$ cat src/rtl/data_memory_controller_pkg.sv
// Shared definitions for the MEM-stage data memory controller.
//   LS_BYTE / LS_HALF / LS_WORD : access size codes. The values match the
//                                 existing controls.sv defines.
//   state_t                     : two-state access FSM encoding.
//   lane_enable()               : byte lanes touched by a store.
//   replicate_store()           : store data copied onto every lane it may hit.
package data_memory_controller_pkg;

    localparam logic [1:0] LS_BYTE = 2'b00;
    localparam logic [1:0] LS_HALF = 2'b01;
    localparam logic [1:0] LS_WORD = 2'b10;

    typedef enum logic {
        ST_IDLE   = 1'b0,
        ST_ACCESS = 1'b1
    } state_t;

    // Type 2'b11 falls into the default branch, so it behaves as a word access.
    function automatic logic [3:0] lane_enable(input logic [1:0] ls_type,
                                               input logic [1:0] offset);
        case (ls_type)
            LS_BYTE: return 4'b0001 << offset;
            LS_HALF: return offset[1] ? 4'b1100 : 4'b0011;
            default: return 4'b1111;
        endcase
    endfunction

    // The data is replicated across lanes, so the lane enable alone decides
    // which bytes land. This avoids a shifter on the store path.
    function automatic logic [31:0] replicate_store(input logic [1:0]  ls_type,
                                                    input logic [31:0] data);
        case (ls_type)
            LS_BYTE: return {4{data[7:0]}};
            LS_HALF: return {2{data[15:0]}};
            default: return data;
        endcase
    endfunction

endpackage

$ cat src/rtl/data_memory_controller_load_extender.sv
// Combinational load formatter. It picks the addressed byte or halfword out of
// a raw little-endian memory word and sign- or zero-extends it to 32 bits.
//   raw_word    in  32 : word as read from memory
//   offset      in  2  : byte offset (mem_addr[1:0])
//   ls_type     in  2  : LS_BYTE / LS_HALF / LS_WORD (2'b11 acts as word)
//   is_unsigned in  1  : 1 = zero-extend, 0 = sign-extend
//   result      out 32 : extended load value
module load_extender
    import data_memory_controller_pkg::*;
(
    input  logic [31:0] raw_word,
    input  logic [1:0]  offset,
    input  logic [1:0]  ls_type,
    input  logic        is_unsigned,
    output logic [31:0] result
);

    logic [7:0]  byte_sel;
    logic [15:0] half_sel;

    always_comb begin
        byte_sel = raw_word[7:0];
        case (offset)
            2'd0: byte_sel = raw_word[7:0];
            2'd1: byte_sel = raw_word[15:8];
            2'd2: byte_sel = raw_word[23:16];
            2'd3: byte_sel = raw_word[31:24];
            default: byte_sel = raw_word[7:0];
        endcase
        // A halfword is selected by offset bit 1 only; bit 0 is ignored.
        half_sel = offset[1] ? raw_word[31:16] : raw_word[15:0];
    end

    always_comb begin
        result = raw_word;
        case (ls_type)
            LS_BYTE: result = {{24{~is_unsigned & byte_sel[7]}}, byte_sel};
            LS_HALF: result = {{16{~is_unsigned & half_sel[15]}}, half_sel};
            default: result = raw_word;
        endcase
    end

endmodule

$ cat src/rtl/data_memory_controller.sv
// Byte-addressable data memory with a two-cycle load/store controller for the
// MEM stage. A request raises stall during its first (IDLE) cycle. On the edge
// that ends the following ACCESS cycle, a store is committed or the addressed
// word is latched. The latched word is formatted combinationally from the
// current offset, type and signedness.
//   clk             in  1          : clock, rising edge
//   rstn            in  1          : asynchronous reset, active HIGH
//   mem_addr        in  ADDR_WIDTH : byte address (wraps modulo NUM_MEM_BYTES)
//   mem_write_data  in  DATA_WIDTH : store data
//   mem_read        in  1          : load request
//   mem_write       in  1          : store request (wins over mem_read)
//   load_store_type in  2          : LS_BYTE / LS_HALF / LS_WORD
//   load_unsigned   in  1          : zero-extend loads when 1
//   mem_read_data   out DATA_WIDTH : extended load result
//   mem1            out 32         : live view of memory word 1 (bytes 4..7)
//   stall           out 1          : pipeline freeze request
module data_memory_controller
    import data_memory_controller_pkg::*;
#(
    parameter int ADDR_WIDTH    = 32,
    parameter int DATA_WIDTH    = 32,
    parameter int NUM_MEM_BYTES = 256
) (
    input  logic                  clk,
    input  logic                  rstn,
    input  logic [ADDR_WIDTH-1:0] mem_addr,
    input  logic [DATA_WIDTH-1:0] mem_write_data,
    input  logic                  mem_read,
    input  logic                  mem_write,
    input  logic [1:0]            load_store_type,
    input  logic                  load_unsigned,
    output logic [DATA_WIDTH-1:0] mem_read_data,
    output logic [31:0]           mem1,
    output logic                  stall
);

    localparam int IDX_W      = $clog2(NUM_MEM_BYTES);
    localparam int NUM_WORDS  = NUM_MEM_BYTES / 4;
    localparam int WORD_IDX_W = IDX_W - 2;

    state_t                state_reg, state_next;
    logic [31:0]           mem_reg [NUM_WORDS];
    logic [31:0]           raw_word_reg;

    logic [WORD_IDX_W-1:0] word_idx;
    logic [1:0]            offset;
    logic                  request;
    logic                  stall_next;
    logic                  commit_write;
    logic                  commit_read;
    logic [3:0]            lane_en;
    logic [31:0]           store_data;
    logic [NUM_WORDS-1:0]  word_we;
    logic                  addr_unused;

    assign word_idx    = mem_addr[IDX_W-1:2];
    assign offset      = mem_addr[1:0];
    assign request     = mem_read | mem_write;
    assign lane_en     = lane_enable(load_store_type, offset);
    assign store_data  = replicate_store(load_store_type, mem_write_data[31:0]);
    // Address bits above the memory size are ignored, so accesses wrap.
    assign addr_unused = ^mem_addr[ADDR_WIDTH-1:IDX_W];

    always_comb begin
        state_next   = state_reg;
        stall_next   = 1'b0;
        commit_write = 1'b0;
        commit_read  = 1'b0;
        case (state_reg)
            ST_IDLE: begin
                if (request) begin
                    stall_next = 1'b1;
                    state_next = ST_ACCESS;
                end
            end
            ST_ACCESS: begin
                // The request must still be present here. If it was dropped,
                // the access is abandoned without side effects.
                state_next   = ST_IDLE;
                commit_write = mem_write;
                commit_read  = mem_read & ~mem_write;
            end
            default: state_next = ST_IDLE;
        endcase
    end

    // Reset is asynchronous, so mask stall as soon as reset is asserted. A
    // request that is still high must not freeze the pipeline during reset.
    assign stall = stall_next & ~rstn;

    always_ff @(posedge clk or posedge rstn) begin
        if (rstn) begin
            state_reg <= ST_IDLE;
        end else begin
            state_reg <= state_next;
        end
    end

    for (genvar gi = 0; gi < NUM_WORDS; gi++) begin : g_word_we
        assign word_we[gi] = commit_write && (word_idx == WORD_IDX_W'(gi));
    end

    always_ff @(posedge clk or posedge rstn) begin
        if (rstn) begin
            for (int w = 0; w < NUM_WORDS; w++) begin
                mem_reg[w] <= '0;
            end
        end else begin
            for (int w = 0; w < NUM_WORDS; w++) begin
                for (int l = 0; l < 4; l++) begin
                    if (word_we[w] && lane_en[l]) begin
                        mem_reg[w][8*l +: 8] <= store_data[8*l +: 8];
                    end
                end
            end
        end
    end

    always_ff @(posedge clk or posedge rstn) begin
        if (rstn) begin
            raw_word_reg <= '0;
        end else if (commit_read) begin
            raw_word_reg <= mem_reg[word_idx];
        end
    end

    assign mem1 = mem_reg[1];

    load_extender u_load_extender (
        .raw_word    (raw_word_reg),
        .offset      (offset),
        .ls_type     (load_store_type),
        .is_unsigned (load_unsigned),
        .result      (mem_read_data)
    );

endmodule

$ cat config.mk
export PLATFORM = sky130hd
export DESIGN_NAME = data_memory_controller
export DESIGN_NICKNAME = d
export VERILOG_FILES = /design/src/rtl/data_memory_controller_pkg.sv /design/src/rtl/data_memory_controller_load_extender.sv /design/src/rtl/data_memory_controller.sv
export SDC_FILE = /design/constraint.sdc
export NUM_CORES = 2
export LEC_CHECK = 0
export ABC_AREA = 1
export ABC_CLOCK_PERIOD_IN_PS = 177200
export CORE_UTILIZATION = 45
export CTS_BUF_LIST = sky130_fd_sc_hd__clkbuf_16
export CTS_CLUSTER_DIAMETER = 40
export DETAILED_ROUTE_END_ITERATION = 16
export PLACE_DENSITY_LB_ADDON = 0.25
export RECOVER_POWER = 50
export SYNTH_ARGS = -nofsm -noshare
export SYNTH_HDL_FRONTEND = slang
export SYNTH_SLANG_ARGS = --single-unit
$ cat constraint.sdc
create_clock -name clk -period 177.2 [get_ports clk]
set_input_delay 35.44 -clock clk [delete_from_list [all_inputs] [get_ports clk]]
set_output_delay 35.44 -clock clk [all_outputs]
set_load 0.1 [all_outputs]
==> results_tabular.tex <==
\begin{tabular}{lr}
\hline
Metric & Value \\
\hline
\multicolumn{2}{l}{\textbf{Floorplanning}} \\
\quad Top-Level Pins & 136 \\
\quad Row Count & 169 \\
\quad Die Ht & between 400 and 500 µm \\
\quad CORE AREA & 212,900 µm² \\
\quad Overall die area & approximately 220,000 µm² \\
\quad Die Span X & 465.7 µm \\
\quad Effective utilization at floorplan & 45.45\% \\
\multicolumn{2}{l}{\textbf{Timing}} \\
\quad Hold Fails Final Rpt & 0 \\
\quad Max transition margin & -493.5\% \\
\quad Fin Clk Skew & 0.07666 ns \\
\quad Sum of negative setup slack & 0 ns \\
\quad Unrepaired setup endpoints after global routing & false \\
\quad Highest achievable clock rate & 13.45 MHz \\
\quad Fin crit share & 41.95\% \\
\quad Tightest Pin Transition & 8.902 ns \\
\quad Final count of pins violating max slew & 1,357 \\
\quad Setup-failing EPs final & 0 \\
\quad Minimum period implied by the final worst setup slack & 74.34 ns \\
\multicolumn{2}{l}{\textbf{Critical path}} \\
\quad Slowest stage cell on the critical path & sky130\_fd\_sc\_hd\_\_clkdlybuf4s50\_1 \\
\quad Arrival time worst endpoint & 38.90 ns \\
\quad Capture point of the worst path & mem\_read\_data[28] \\
\quad Worst Setup End Kind & output pin \\
\quad Critical path fanouts, max & 36 \\
\quad Critical R2R Launch & state\_reg\$\_DFF\_PP0\_ \\
\quad Crit path largest cell delay & roughly 1.1 ns \\
\quad Worst Setup Path Type & primary input to output pin \\
\quad Required time of the critical path & approximately 140 ns \\
\quad Depth of the worst register-to-register path & 6 \\
\quad CP Cell Sequence & buf\_2 -> buf\_4 -> inv\_2 -> nand2\_4 -> inv\_2 -> nand2\_1 -> a21o\_1 -> nand2\_1 -> clkdlybuf4s50\_1 \\
\quad FF-to-FF End & mem\_reg[1365]\$\_DFFE\_PP0P\_ \\
\quad Reg2Reg Setup Slack & 172.96 ns \\
\quad Worst setup startpoint & load\_store\_type[1] \\
\quad Startpoint types & primary input \\
\multicolumn{2}{l}{\textbf{Global routing}} \\
\quad Grt ovf & 0 \\
\quad Number of global-route vias before repair & 81,590 \\
\quad Overall track demand over capacity in global routing & 29.88\% \\
\quad Number of antenna violations at the first check in global routing & 12 \\
\quad Global-route wire length before repair & 498.9 mm \\
\quad Maximum number of pins on one net before global-route repair & 183 \\
\multicolumn{2}{l}{\textbf{Min path}} \\
\quad Min-delay worst type & register to register \\
\multicolumn{2}{l}{\textbf{Yosys}} \\
\quad Net Count, Synth & 12,900 \\
\quad Synthesized area divided by synthesized cell count & 7.544 µm² \\
\quad Top cells by area in the synthesized netlist & sky130\_fd\_sc\_hd\_\_dfrtp\_1 (54\%), sky130\_fd\_sc\_hd\_\_nand2\_1 (27\%), sky130\_fd\_sc\_hd\_\_o21ai\_0 (11\%) \\
\quad Ranking of synthesized cells by instance count & sky130\_fd\_sc\_hd\_\_nand2\_1 (7,088), sky130\_fd\_sc\_hd\_\_o21ai\_0 (2,200), sky130\_fd\_sc\_hd\_\_dfrtp\_1 (2,081) \\
\quad Ys flop type & sky130\_fd\_sc\_hd\_\_dfrtp\_1 \\
\quad Count of state elements after synthesis & between 2,000 and 2,500 \\
\quad Share of synthesized area occupied by flip-flops and latches & 53.81\% \\
\quad Yosys top cell area share & 53.81\% \\
\quad Gate count of the mapped netlist & 12,830 \\
\quad Most numerous cell in the Yosys netlist & sky130\_fd\_sc\_hd\_\_nand2\_1 \\
\quad Synth area leader & sky130\_fd\_sc\_hd\_\_dfrtp\_1 \\
\quad Cell area after synthesis & between 90,000 and 100,000 µm² \\
\quad Async set-or-reset flop fraction in the synthesized netlist & 100.0\% \\
\quad Number of enable flip-flop cells after synthesis & 0 \\
\quad Synthesis Warnings & 0 \\
\quad Cell variety after synth & 35 \\
\multicolumn{2}{l}{\textbf{Clock tree}} \\
\quad Number of setup buffers added after CTS & 0 \\
\quad Clock slew seen by the registers of the worst setup and hold paths & 0.05 ns \\
\quad Number of buffers added to fix hold violations after cts & 0 \\
\quad Clock tree sinks & 2,081 \\
\quad Buffer cell driving the clock tree root & sky130\_fd\_sc\_hd\_\_clkbuf\_16 \\
\quad TritonCTS clock tree & built \\
\quad Clock latency reported for the late side of the worst-skew pair & 0.95 ns \\
\quad CTS H-tree lvls & 5 \\
\quad Worst-case clock buffer depth & 4 \\
\quad Post-CTS resize count & 0 \\
\quad Total CTS buffers & roughly 340 \\
\multicolumn{2}{l}{\textbf{Power and ir drop}} \\
\quad LEAKAGE & 0.05419 µW \\
\quad Clk network pwr share & slightly below 50\% \\
\quad Total internal power & 940.8 µW \\
\quad Power, Total & about 1300 µW \\
\quad Psw & 353.6 µW \\
\quad Switching fraction of total power & a little over a quarter \\
\quad Largest voltage drop on the vdd net & 0.01111 mV \\
\quad Part of the total power dissipated in sequential elements & about two fifths \\
\quad P per Cell Area & 11.82 nW/µm² \\
\quad Combinational cell fraction of total power & $\sim$9.7\% \\
\multicolumn{2}{l}{\textbf{Routing}} \\
\quad Router iterations before antenna repair & 8 \\
\quad Routed wire length on met2 & 145.8 mm \\
\quad Average wire per cell in the routed design & 20.84 µm \\
\quad Vias after detailed routing & 85,640 \\
\quad Uppermost metal layer occupied by signal nets & met5 \\
\quad Total length of routed met3 wires & 26.91 mm \\
\quad Number of design rule violations left after detail routing & 0 \\
\quad Antenna-violating nets left & 0 \\
\quad Number of violations reported at the end of detailed-routing iteration 0 & 9,459 \\
\quad Aggregate routed wire length & 325.0 mm \\
\quad Drt via density & 5.491 \\
\quad Metal-1 WL & 133.2 mm \\
\multicolumn{2}{l}{\textbf{Finish}} \\
\quad Flip-flop count of the largest register after layout & 2,016 \\
\quad Signed area change from the synthesized netlist to the final layout & 13.12\% \\
\quad Fin nets & 12,580 \\
\quad Share of final-layout standard cells stronger than drive strength 1 & under 10\% \\
\multicolumn{2}{l}{\textbf{Outcome}} \\
\quad Run status & finished, violations left \\
\quad Violated checks & capacitance limit, slew limit \\
\multicolumn{2}{l}{\textbf{Flow run}} \\
\quad Total of max-cap violations & 32 \\
\multicolumn{2}{l}{\textbf{Placement}} \\
\quad Routability congestion estimate from global placement & between 0.8 and 0.9 \\
\quad Port Buf Inserts & 111 \\
\quad HPWL Detailed & roughly 190 mm \\
\hline
\end{tabular}
-- routing by layer --
metal  up-vias  track usage [%]
li1      40010                -
met1     41390            39.19
met2      3450            46.27
met3       786            6.244
met4         8            16.49
met5         -                0
-- area by class of cell --
class	count	area, µm²
inverter	35	156.4
clock inverter	249	2385
multi-input combinational	9793	40540
clock buffer	342	8558
antenna	10	25.02
sequential	2081	52070
fill	20220	103500
tap	2821	3530
timing repair buffer	265	2208
-- kinds of logic (layout without fill, tap and decap cells) --
logic type,after synthesis,in the layout,share of synthesized area (%)
AOI/OAI and AO/OA,2293,2293,12.07
and+or+nand+nor,7494,7494,29.44
muxes,6,6,0.06206
DFF,2081,2081,53.81
other,0,10,0
buffers and inverters,954,891,4.612
-- worst min-delay path by stage --
stage | startpoint | end | slack, ns | depth (start not counted)
final | mem_reg[759]$_DFFE_PP0P_ | mem_reg[759]$_DFFE_PP0P_ | 0.48 | 2
after global routing | mem_reg[1693]$_DFFE_PP0P_ | mem_reg[1693]$_DFFE_PP0P_ | 0.49 | 2
after CTS | state_reg$_DFF_PP0_ | state_reg$_DFF_PP0_ | 0.48 | 1
after detailed placement | mem_reg[859]$_DFFE_PP0P_ | mem_reg[859]$_DFFE_PP0P_ | 0.47 | 2
after global placement | mem_reg[1347]$_DFFE_PP0P_ | mem_reg[1347]$_DFFE_PP0P_ | 0.47 | 2
after floorplan | state_reg$_DFF_PP0_ | state_reg$_DFF_PP0_ | 0.45 | 1
-- per-stage QoR --
stage / util (%) / hold slack (ns) / instance area (µm²) / worst slack [ns] / cells
global route: 51.41 / 0.4940 / 109500 / 102.72 / 15590
global placement: 46.38 / 0.4654 / 98770 / 102.93 / 15000
CTS: 51.52 / 0.4820 / 109700 / 102.90 / 15590
finish: 51.41 / 0.4808 / 109500 / 102.86 / 15600
detailed placement: 46.38 / 0.4723 / 98770 / 102.90 / 15000
floorplan: - / 0.4487 / 96770 / 82.97 / 12830
-- layout by cell type, fill, tap and decap left out, types with 37 or more instances in the layout --
master,instances
sky130_fd_sc_hd__a21oi_1,41
sky130_fd_sc_hd__buf_4,104
sky130_fd_sc_hd__clkbuf_1,43
sky130_fd_sc_hd__clkbuf_16,342
sky130_fd_sc_hd__clkdlybuf4s50_1,70
sky130_fd_sc_hd__clkinv_2,37
sky130_fd_sc_hd__dfrtp_1,2081
sky130_fd_sc_hd__dlygate4sd3_1,37
sky130_fd_sc_hd__inv_1,55
sky130_fd_sc_hd__nand2_1,7089
sky130_fd_sc_hd__nand3_1,176
sky130_fd_sc_hd__nor2_1,169
sky130_fd_sc_hd__o21ai_0,2200
-- power groups by stage --
stage | combinational, µW | clock [µW] | sequential, µW
after floorplan | 88.5 | 0 | 533
after global placement | 123 | 0 | 534
after detailed placement | 125 | 0 | 536
after CTS | 125 | 648 | 528
after global routing | 138 | 669 | 532
final | 125 | 640 | 529
-- worst max-delay path: cells and delay by family --
family	cells	cell delay, ns
buffers and inverters	5	2.56
AO/OA/AOI/OAI	1	0.37
AND/OR/NAND/NOR	3	0.47
No activity file was read; power rests on OpenSTA's default activity.
